===== config.mk =====
export PLATFORM = sky130hd
export DESIGN_NAME = ahb_mtimer_flat
export DESIGN_NICKNAME = d
export VERILOG_FILES = /design/src/rtl/ahb_mtimer_pkg.sv /design/src/rtl/ahb_mtimer_if.sv /design/src/rtl/ahb_mtimer_secded_enc_32.sv /design/src/rtl/ahb_mtimer.sv /design/src/flat_wrapper.sv
export SDC_FILE = /design/constraint.sdc
export NUM_CORES = 1
export LEC_CHECK = 0
export ABC_AREA = 1
export ABC_CLOCK_PERIOD_IN_PS = 2000
export BUFFER_PORTS_ARGS = -buffer_cell sky130_fd_sc_hd__buf_2
export CELL_PAD_IN_SITES_DETAIL_PLACEMENT = 1
export CELL_PAD_IN_SITES_GLOBAL_PLACEMENT = 2
export CORE_MARGIN = 2
export CORE_UTILIZATION = 29
export DETAILED_ROUTE_END_ITERATION = 16
export PLACE_DENSITY_LB_ADDON = 0.1
export SETUP_SLACK_MARGIN = 0.2
export SYNTH_ARGS = -nofsm -noshare
export SYNTH_HDL_FRONTEND = slang
export SYNTH_SLANG_ARGS = --single-unit

===== constraint.sdc =====
create_clock -name s_clk_i -period 2 [get_ports s_clk_i]
set_input_delay 0.6 -clock s_clk_i [delete_from_list [all_inputs] [get_ports s_clk_i]]
set_output_delay 0.6 -clock s_clk_i [all_outputs]
set_load 0.02 [all_outputs]

===== src/rtl/ahb_mtimer_pkg.sv =====
// Shared definitions for the machine timer: register offsets, AHB transfer
// encodings and the bus-response state type.
package p_hardisc;

  localparam logic [4:0] MTIMER_MTIME_LO = 5'h00;
  localparam logic [4:0] MTIMER_MTIME_HI = 5'h04;
  localparam logic [4:0] MTIMER_CMP_LO   = 5'h08;
  localparam logic [4:0] MTIMER_CMP_HI   = 5'h0C;
  localparam logic [4:0] MTIMER_CTRL     = 5'h10;

  localparam logic [1:0] HTRANS_IDLE   = 2'b00;
  localparam logic [1:0] HTRANS_BUSY   = 2'b01;
  localparam logic [1:0] HTRANS_NONSEQ = 2'b10;
  localparam logic [1:0] HTRANS_SEQ    = 2'b11;

  localparam logic [2:0] HSIZE_WORD = 3'b010;

  typedef enum logic [1:0] {IDLE, ERR1, ERR2} mtimer_state_t;

endpackage


===== src/rtl/ahb_mtimer_if.sv =====
// AHB-Lite slave-side bundle for the machine timer; signal names follow the
// slave's point of view.
interface ahb_mtimer_if;
  logic        s_hsel_i;
  logic [4:0]  s_haddr_i;
  logic [1:0]  s_htrans_i;
  logic        s_hwrite_i;
  logic [2:0]  s_hsize_i;
  logic [31:0] s_hwdata_i;
  logic        s_hready_i;
  logic [31:0] s_hrdata_o;
  logic        s_hreadyout_o;
  logic        s_hresp_o;
  logic [6:0]  s_hrchecksum_o;

  modport slave (
    input  s_hsel_i, s_haddr_i, s_htrans_i, s_hwrite_i, s_hsize_i, s_hwdata_i, s_hready_i,
    output s_hrdata_o, s_hreadyout_o, s_hresp_o, s_hrchecksum_o
  );

  modport master (
    output s_hsel_i, s_haddr_i, s_htrans_i, s_hwrite_i, s_hsize_i, s_hwdata_i, s_hready_i,
    input  s_hrdata_o, s_hreadyout_o, s_hresp_o, s_hrchecksum_o
  );
endinterface


===== src/rtl/ahb_mtimer_secded_enc_32.sv =====
// SEC-DED (39,32) encoder: check[5:0] are Hamming parities for codeword
// positions 1,2,4,..,32 (data fills the other positions 3..38 in order),
// check[6] is the overall parity of data and Hamming bits.
module secded_enc_32 (
  input  logic [31:0] data_i,
  output logic [6:0]  check_o
);

  function automatic logic [5:0] dataPos(int unsigned i);
    if (i == 0)       return 6'd3;
    else if (i < 4)   return 6'(i + 4);
    else if (i < 11)  return 6'(i + 5);
    else if (i < 26)  return 6'(i + 6);
    else              return 6'(i + 7);
  endfunction

  logic [5:0] ham;

  always_comb begin
    ham = '0;
    for (int i = 0; i < 32; i++) begin
      if (data_i[i]) ham = ham ^ dataPos(i);
    end
  end

  assign check_o = {^{data_i, ham}, ham};

endmodule


===== src/rtl/ahb_mtimer.sv =====
// RISC-V machine timer on AHB-Lite: 64-bit mtime/mtimecmp, CTRL with enable
// and prescaler, registered mtip. Define MTIMER_HRCHECKSUM_EN for read ECC.
module ahb_mtimer
  import p_hardisc::*;
#(
  parameter int unsigned PRESC_W      = 8,
  parameter logic [63:0] MTIMECMP_RST = 64'hFFFF_FFFF_FFFF_FFFF
) (
  input  logic          s_clk_i,
  input  logic          s_rst_i,
  ahb_mtimer_if.slave   bus,
  output logic          s_int_mtip_o,
  output logic [63:0]   s_mtime_o
);

  mtimer_state_t state_q;
  logic               hreadyout_q, hresp_q, mtip_q;
  logic               dphase_q, dphase_d;
  logic               write_q, write_d;
  logic [4:0]         addr_q, addr_d;
  logic [63:0]        mtime_q, mtime_d, cmp_q, cmp_d;
  logic               en_q, en_d;
  logic [PRESC_W-1:0] presc_q, presc_d, cnt_q, cnt_d;
  logic               accept, legal, tick, wrEn;
  logic [31:0]        ctrlRd, rdata;

  assign accept = bus.s_hsel_i & bus.s_hready_i &
                  ((bus.s_htrans_i == HTRANS_NONSEQ) || (bus.s_htrans_i == HTRANS_SEQ));
  assign legal  = (bus.s_hsize_i == HSIZE_WORD) && (bus.s_haddr_i[1:0] == 2'b00) &&
                  (bus.s_haddr_i <= MTIMER_CTRL);
  assign wrEn   = dphase_q & write_q;
  assign tick   = en_q & (cnt_q == presc_q);

  // Illegal transfers never open a data phase, so they cannot touch registers.
  always_comb begin
    dphase_d = dphase_q;
    write_d  = write_q;
    addr_d   = addr_q;
    if (bus.s_hready_i) begin
      dphase_d = accept & legal;
      write_d  = bus.s_hwrite_i;
      addr_d   = bus.s_haddr_i;
    end
  end

  always_comb begin
    mtime_d = tick ? mtime_q + 64'd1 : mtime_q;
    cmp_d   = cmp_q;
    en_d    = en_q;
    presc_d = presc_q;
    cnt_d   = cnt_q;
    if (en_q) cnt_d = tick ? '0 : cnt_q + PRESC_W'(1);
    if (wrEn) begin
      case (addr_q)
        MTIMER_MTIME_LO: mtime_d = {mtime_q[63:32], bus.s_hwdata_i};
        MTIMER_MTIME_HI: mtime_d = {bus.s_hwdata_i, mtime_q[31:0]};
        MTIMER_CMP_LO:   cmp_d[31:0]  = bus.s_hwdata_i;
        MTIMER_CMP_HI:   cmp_d[63:32] = bus.s_hwdata_i;
        MTIMER_CTRL: begin
          en_d    = bus.s_hwdata_i[0];
          presc_d = bus.s_hwdata_i[8 +: PRESC_W];
          cnt_d   = '0;
        end
        default: ;
      endcase
    end
  end

  always_comb begin
    ctrlRd              = '0;
    ctrlRd[0]           = en_q;
    ctrlRd[8 +: PRESC_W] = presc_q;
    rdata               = '0;
    if (dphase_q && !write_q) begin
      case (addr_q)
        MTIMER_MTIME_LO: rdata = mtime_q[31:0];
        MTIMER_MTIME_HI: rdata = mtime_q[63:32];
        MTIMER_CMP_LO:   rdata = cmp_q[31:0];
        MTIMER_CMP_HI:   rdata = cmp_q[63:32];
        MTIMER_CTRL:     rdata = ctrlRd;
        default:         rdata = '0;
      endcase
    end
  end

  always_ff @(posedge s_clk_i) begin
    if (s_rst_i) begin
      state_q     <= IDLE;
      hreadyout_q <= 1'b1;
      hresp_q     <= 1'b0;
      dphase_q    <= 1'b0;
      write_q     <= 1'b0;
      addr_q      <= '0;
      mtime_q     <= '0;
      cmp_q       <= MTIMECMP_RST;
      en_q        <= 1'b1;
      presc_q     <= '0;
      cnt_q       <= '0;
      mtip_q      <= 1'b0;
    end else begin
      // Two-cycle error response; a new transfer may start in ERR2.
      case (state_q)
        ERR1: begin
          state_q     <= ERR2;
          hreadyout_q <= 1'b1;
          hresp_q     <= 1'b1;
        end
        default: begin
          if (accept && !legal) begin
            state_q     <= ERR1;
            hreadyout_q <= 1'b0;
            hresp_q     <= 1'b1;
          end else begin
            state_q     <= IDLE;
            hreadyout_q <= 1'b1;
            hresp_q     <= 1'b0;
          end
        end
      endcase
      dphase_q <= dphase_d;
      write_q  <= write_d;
      addr_q   <= addr_d;
      mtime_q  <= mtime_d;
      cmp_q    <= cmp_d;
      en_q     <= en_d;
      presc_q  <= presc_d;
      cnt_q    <= cnt_d;
      mtip_q   <= (mtime_q >= cmp_q);
    end
  end

  assign bus.s_hrdata_o    = rdata;
  assign bus.s_hreadyout_o = hreadyout_q;
  assign bus.s_hresp_o     = hresp_q;
  assign s_int_mtip_o      = mtip_q;
  assign s_mtime_o         = mtime_q;

`ifdef MTIMER_HRCHECKSUM_EN
  secded_enc_32 u_secded (
    .data_i  (rdata),
    .check_o (bus.s_hrchecksum_o)
  );
`else
  assign bus.s_hrchecksum_o = 7'b0;
`endif

endmodule


===== src/flat_wrapper.sv =====
// flat-port wrapper written by rule: the top's interface ports become plain ports
module ahb_mtimer_flat import p_hardisc::*;
#(
  parameter int unsigned PRESC_W      = 8,
  parameter logic [63:0] MTIMECMP_RST = 64'hFFFF_FFFF_FFFF_FFFF
)
  (s_clk_i, s_rst_i, s_int_mtip_o, s_mtime_o, bus_s_hsel_i, bus_s_haddr_i, bus_s_htrans_i, bus_s_hwrite_i, bus_s_hsize_i, bus_s_hwdata_i, bus_s_hready_i, bus_s_hrdata_o, bus_s_hreadyout_o, bus_s_hresp_o, bus_s_hrchecksum_o);
  ahb_mtimer_if bus_i ();
  input  logic s_clk_i;
  input  logic s_rst_i;
  output logic s_int_mtip_o;
  output logic [63:0] s_mtime_o;
  input wire logic [$bits(bus_i.s_hsel_i)-1:0] bus_s_hsel_i;
  input wire logic [$bits(bus_i.s_haddr_i)-1:0] bus_s_haddr_i;
  input wire logic [$bits(bus_i.s_htrans_i)-1:0] bus_s_htrans_i;
  input wire logic [$bits(bus_i.s_hwrite_i)-1:0] bus_s_hwrite_i;
  input wire logic [$bits(bus_i.s_hsize_i)-1:0] bus_s_hsize_i;
  input wire logic [$bits(bus_i.s_hwdata_i)-1:0] bus_s_hwdata_i;
  input wire logic [$bits(bus_i.s_hready_i)-1:0] bus_s_hready_i;
  output wire logic [$bits(bus_i.s_hrdata_o)-1:0] bus_s_hrdata_o;
  output wire logic [$bits(bus_i.s_hreadyout_o)-1:0] bus_s_hreadyout_o;
  output wire logic [$bits(bus_i.s_hresp_o)-1:0] bus_s_hresp_o;
  output wire logic [$bits(bus_i.s_hrchecksum_o)-1:0] bus_s_hrchecksum_o;
  assign bus_i.s_hsel_i = bus_s_hsel_i;
  assign bus_i.s_haddr_i = bus_s_haddr_i;
  assign bus_i.s_htrans_i = bus_s_htrans_i;
  assign bus_i.s_hwrite_i = bus_s_hwrite_i;
  assign bus_i.s_hsize_i = bus_s_hsize_i;
  assign bus_i.s_hwdata_i = bus_s_hwdata_i;
  assign bus_i.s_hready_i = bus_s_hready_i;
  assign bus_s_hrdata_o = bus_i.s_hrdata_o;
  assign bus_s_hreadyout_o = bus_i.s_hreadyout_o;
  assign bus_s_hresp_o = bus_i.s_hresp_o;
  assign bus_s_hrchecksum_o = bus_i.s_hrchecksum_o;
  ahb_mtimer #(.PRESC_W(PRESC_W), .MTIMECMP_RST(MTIMECMP_RST)) u_core (.s_clk_i(s_clk_i), .s_rst_i(s_rst_i), .bus(bus_i), .s_int_mtip_o(s_int_mtip_o), .s_mtime_o(s_mtime_o));
endmodule

==> results summary <==
The run finished, with violations left. The checks that failed: setup timing. The final worst slack is -672 ps. The number of antenna diodes in the final layout is 0.

The worst slack after detailed placement came out at -258 ps. The number of clock buffers inserted by TritonCTS came out at 17. The I/O pin count is 153. The root cell of the clock tree is clkbuf_16. The overall die width came out at 199 µm.

The number of non-filler instances in the completed layout is 2671. The total instance count after detailed placement is 2577. The portion of the post-synthesis area used by sequential elements came out at 28.5%.

Counting flops with a built-in enable in the synthesized netlist gives 0. The netlist area before placement is 0.0110 mm². After synthesis, the cell types taking the most area are dfxtp_1, nand2_1, a21oi_1. The post-synthesis sequential element count came out at 157. The launching element type of the critical path is a register.

The DRC violations left is 0. The effective utilization at floorplan is 29.3%. In the synthesized netlist, the number of instances is 1711. On the final layout, the worst clock skew is 17.0 ps. The leakage dissipation came out at 0.00823 µW. In the routed layout, each cell is associated on average with a via count of 5.26. The half-perimeter wire length of the detailed placement result came out at 44900 µm.

The critical path starts at u_core.addr_q[1]$_SDFFE_PP0P_. The top flip-flop cell by instance count after synthesis is dfxtp_1. The first global-routing pass estimated 88800 µm of wire. The number of global-route vias before repair was 14500. The internal reg-to-reg setup slack is -70 ps. The average routed wire per standard cell is 22.5 µm. The clock transition at the registers of the reported paths came out at 70 ps. The per-instance average area after synthesis came out at 6.44 µm². In this run the critical register-to-register path is captured at u_core.s_mtime_o[14]$_SDFFE_PP0P_. The total chip power is 7700 µW.

The number of DRC violations after detailed-routing iteration 0 is 792. The critical path is of the register to primary output type. In this run the vertical extent of the chip is 199 µm.

The number of different library cells in the post-synthesis netlist came out at 40. The global-route usage over all layers is 30.5%. STA puts the critical path data arrival time at 2070 ps. The critical path goes through nor2_4 -> buf_12 -> nand3_4 -> nor2_4 -> buf_12 -> buf_12 -> buf_12 -> a221oi_4 -> nor2_2 -> buf_6. The async set-or-reset flop fraction in the synthesized netlist came out at 0%. Entering global routing, the biggest net connects 72 pins. The Yosys step of the flow raised 0 warnings. Summed over all instances, the cell type with the most area after synthesis is dfxtp_1. Of the available clock period, the critical path in the final layout requires 134%. The number of search-and-repair iterations in the first detailed-routing pass is 5.

The count of endpoints failing setup in the final report is 51. The number of stages on the worst hold path is 3. For this block, the routed nets add up to 60200 µm of wire. At the end of routability-driven placement, the weighted congestion stood at 0.913.

The quantity of I/O buffers inserted on ports is 144. The maximum frequency from static timing analysis is 374 MHz. The share of synthesized area in the top cell type comes to 28.5%. The total number of nets in the final design is 2260.

The total area inside the core boundary comes to 0.0376 mm². The worst setup path is captured at a primary output. The number of hold violations in the final report is 0. The count of max-cap constraint violations is 0. The maximum clock insertion buffer count is 2. The number of rows created at floorplan is 71.

TritonCTS built the clock tree. The clock sink count came out at 157. The hold-critical path endpoint is u_core.presc_q[7]$_SDFFE_PP0P_.

The max-slew violation count came to 0. In this run the most critical hold path is launched from bus_s_hwdata_i[15]. The worst reg-to-reg path cell count is 12. The later pin in the worst-skew pair is clocked with a latency of 470 ps. The count of vias placed by the detailed router came out at 14100. The number of antenna violations at the first check in global routing was 0.

The H-tree level count is 4. The total power divided by cell area came out at 425 mW/mm². The total of hold buffers inserted after clock tree synthesis came out at 0. The worst register-to-register path begins at u_core.addr_q[1]$_SDFFE_PP0P_. The synthesis-to-layout area growth came out at 64.6%. By instance count, the cell type seen most on the critical path is buf_12. The slowest stage of the critical path is the dfxtp_2 cell. The overall die area is 0.0396 mm². The type of the tightest min-delay check is input pin to register. Of the cells placed in the final design, the portion with a size suffix greater than 1 is 44.3%.

The number of nets still failing antenna checks after routing is 0. Summed over all failing endpoints, the final setup total negative slack is -20150 ps. Setup repair after global routing could not meet its margin everywhere. Along the worst path, the maximum fanout reaches 5.

The shortest period the worst path allows came out at 2670 ps. In this design, the stage delay of the slowest critical-path cell is 350 ps. VDD sags by at most 676 µV. The required time of the critical path came out at 1400 ps. The total overflow left after global routing is 0.
## routing by layer
layer	routed length, µm	part of all wire (%)	global-route usage (%)	vias up
met4	1890	3.1	11.7	0
met1	26800	45	39.6	7006
li1	-	-	-	6658
met2	29100	48	51.4	308
met5	0	0	0	-
met3	2430	4.0	3.59	90
## Yosys cell counts (10+ instances only)
cell type,count
buf_2,20
a21oi_1,195
a221oi_1,31
nand4_1,47
nand2_1,318
o21ai_1,55
dfxtp_1,157
nand3_1,136
nor2_2,10
inv_2,14
ha_1,66
nor3_1,16
clkbuf_1,42
inv_1,202
buf_4,11
nor2_1,160
nor2_4,11
o21ai_0,124
o22ai_1,31
## kinds of logic after synthesis
group | Yosys count | synth area share (%)
AND/OR/NAND/NOR | 725 | 29.7
AO/OA/AOI/OAI | 450 | 22.3
buffers and inverters | 298 | 10.9
flip-flops | 157 | 28.5
adder cells (fa/ha/maj) | 66 | 7.50
XOR/XNOR | 14 | 1.11
other | 1 | 0.0340
## how the worst max path moves through the flow
stage / end / cells after the start
floorplan: bus_s_hrdata_o[24] / 8
CTS: bus_s_hrdata_o[7] / 10
global placement: bus_s_hrdata_o[7] / 10
detailed placement: bus_s_hrdata_o[4] / 10
finish: bus_s_hrdata_o[7] / 10
global route: bus_s_hrdata_o[29] / 11
## sequential cells by signal (all words and copies together) (netlist names)
name / count
u_core.cmp_q: 64
u_core.cnt_q: 8
u_core.state_q: 2
u_core.bus.s_hreadyout_o: 1
u_core.presc_q: 8
u_core.s_mtime_o: 64
u_core.write_q: 1
u_core.s_int_mtip_o: 1
u_core.dphase_q: 1
u_core.en_q: 1
u_core.bus.s_hresp_o: 1
u_core.addr_q: 5
## per-stage QoR
| step | util, % | hold WS (ps) | area [µm²] |
|---|---|---|---|
| detailed placement | 39.0 | 470 | 14600 |
| global placement | 39.0 | 457 | 14600 |
| CTS | 46.5 | 367 | 17500 |
| global route | 48.3 | 405 | 18100 |
| finish | 48.3 | 380 | 18100 |
| floorplan | - | 440 | 11300 |
## layout by cell type, fill, tap and decap left out, types with 5 or more instances in the layout
cell	synthesis	routed
buf_4	11	272
nand2_1	318	264
inv_1	202	183
a21oi_1	195	169
o21ai_0	124	114
nand3_1	136	107
buf_2	20	94
buf_6	2	81
nor2_1	160	78
dfxtp_1	157	74
nor2_2	10	65
dfxtp_2	0	61
o21ai_1	55	50
nand4_1	47	47
ha_1	66	46
nand2_2	4	41
nor2_4	11	38
buf_12	0	35
inv_2	14	29
nand3_2	3	27
a21oi_2	0	24
dfxtp_4	0	22
a221oi_2	0	20
ha_4	0	20
nand2_4	2	18
clkbuf_16	0	18
nor3_1	16	13
o21ai_2	0	13
o22ai_1	31	11
o22ai_4	0	11
o22ai_2	0	9
xor2_1	9	8
nand3b_1	7	7
conb_1	1	7
buf_8	0	7
a221oi_4	0	6
nand3_4	0	5
a221oi_1	31	5
## worst max-delay path, delay by kind of cell, from the launching register on
kind	cells	cell delay, ps
simple gates	4	290
compound gates	1	280
buf+inv	5	660
flops	1	350
## timing repair
action	CTS	global route
endpoints found under the hold margin	0	0
resized for setup	469	129
buffers inserted	43	15
cloned	3	1
pin swaps	101	48
setup endpoints to repair	145	124
## area by class of cell
| class | count | area, µm² |
|---|---|---|
| Fill cell | 4630 | 19400 |
| Tap cell | 511 | 639 |
| Inverter | 216 | 821 |
| Timing Repair Buffer | 493 | 4340 |
| Multi-Input combinational cell | 1262 | 8390 |
| Clock inverter | 12 | 184 |
| Sequential cell | 157 | 3300 |
| Clock buffer | 20 | 457 |
## where the power goes
group	total [µW]	internal (µW)	switching [µW]
Sequential	3130	3110	14.3
Clock	3730	2170	1560
Combinational	842	333	509
(Power assumes the default switching activity.)
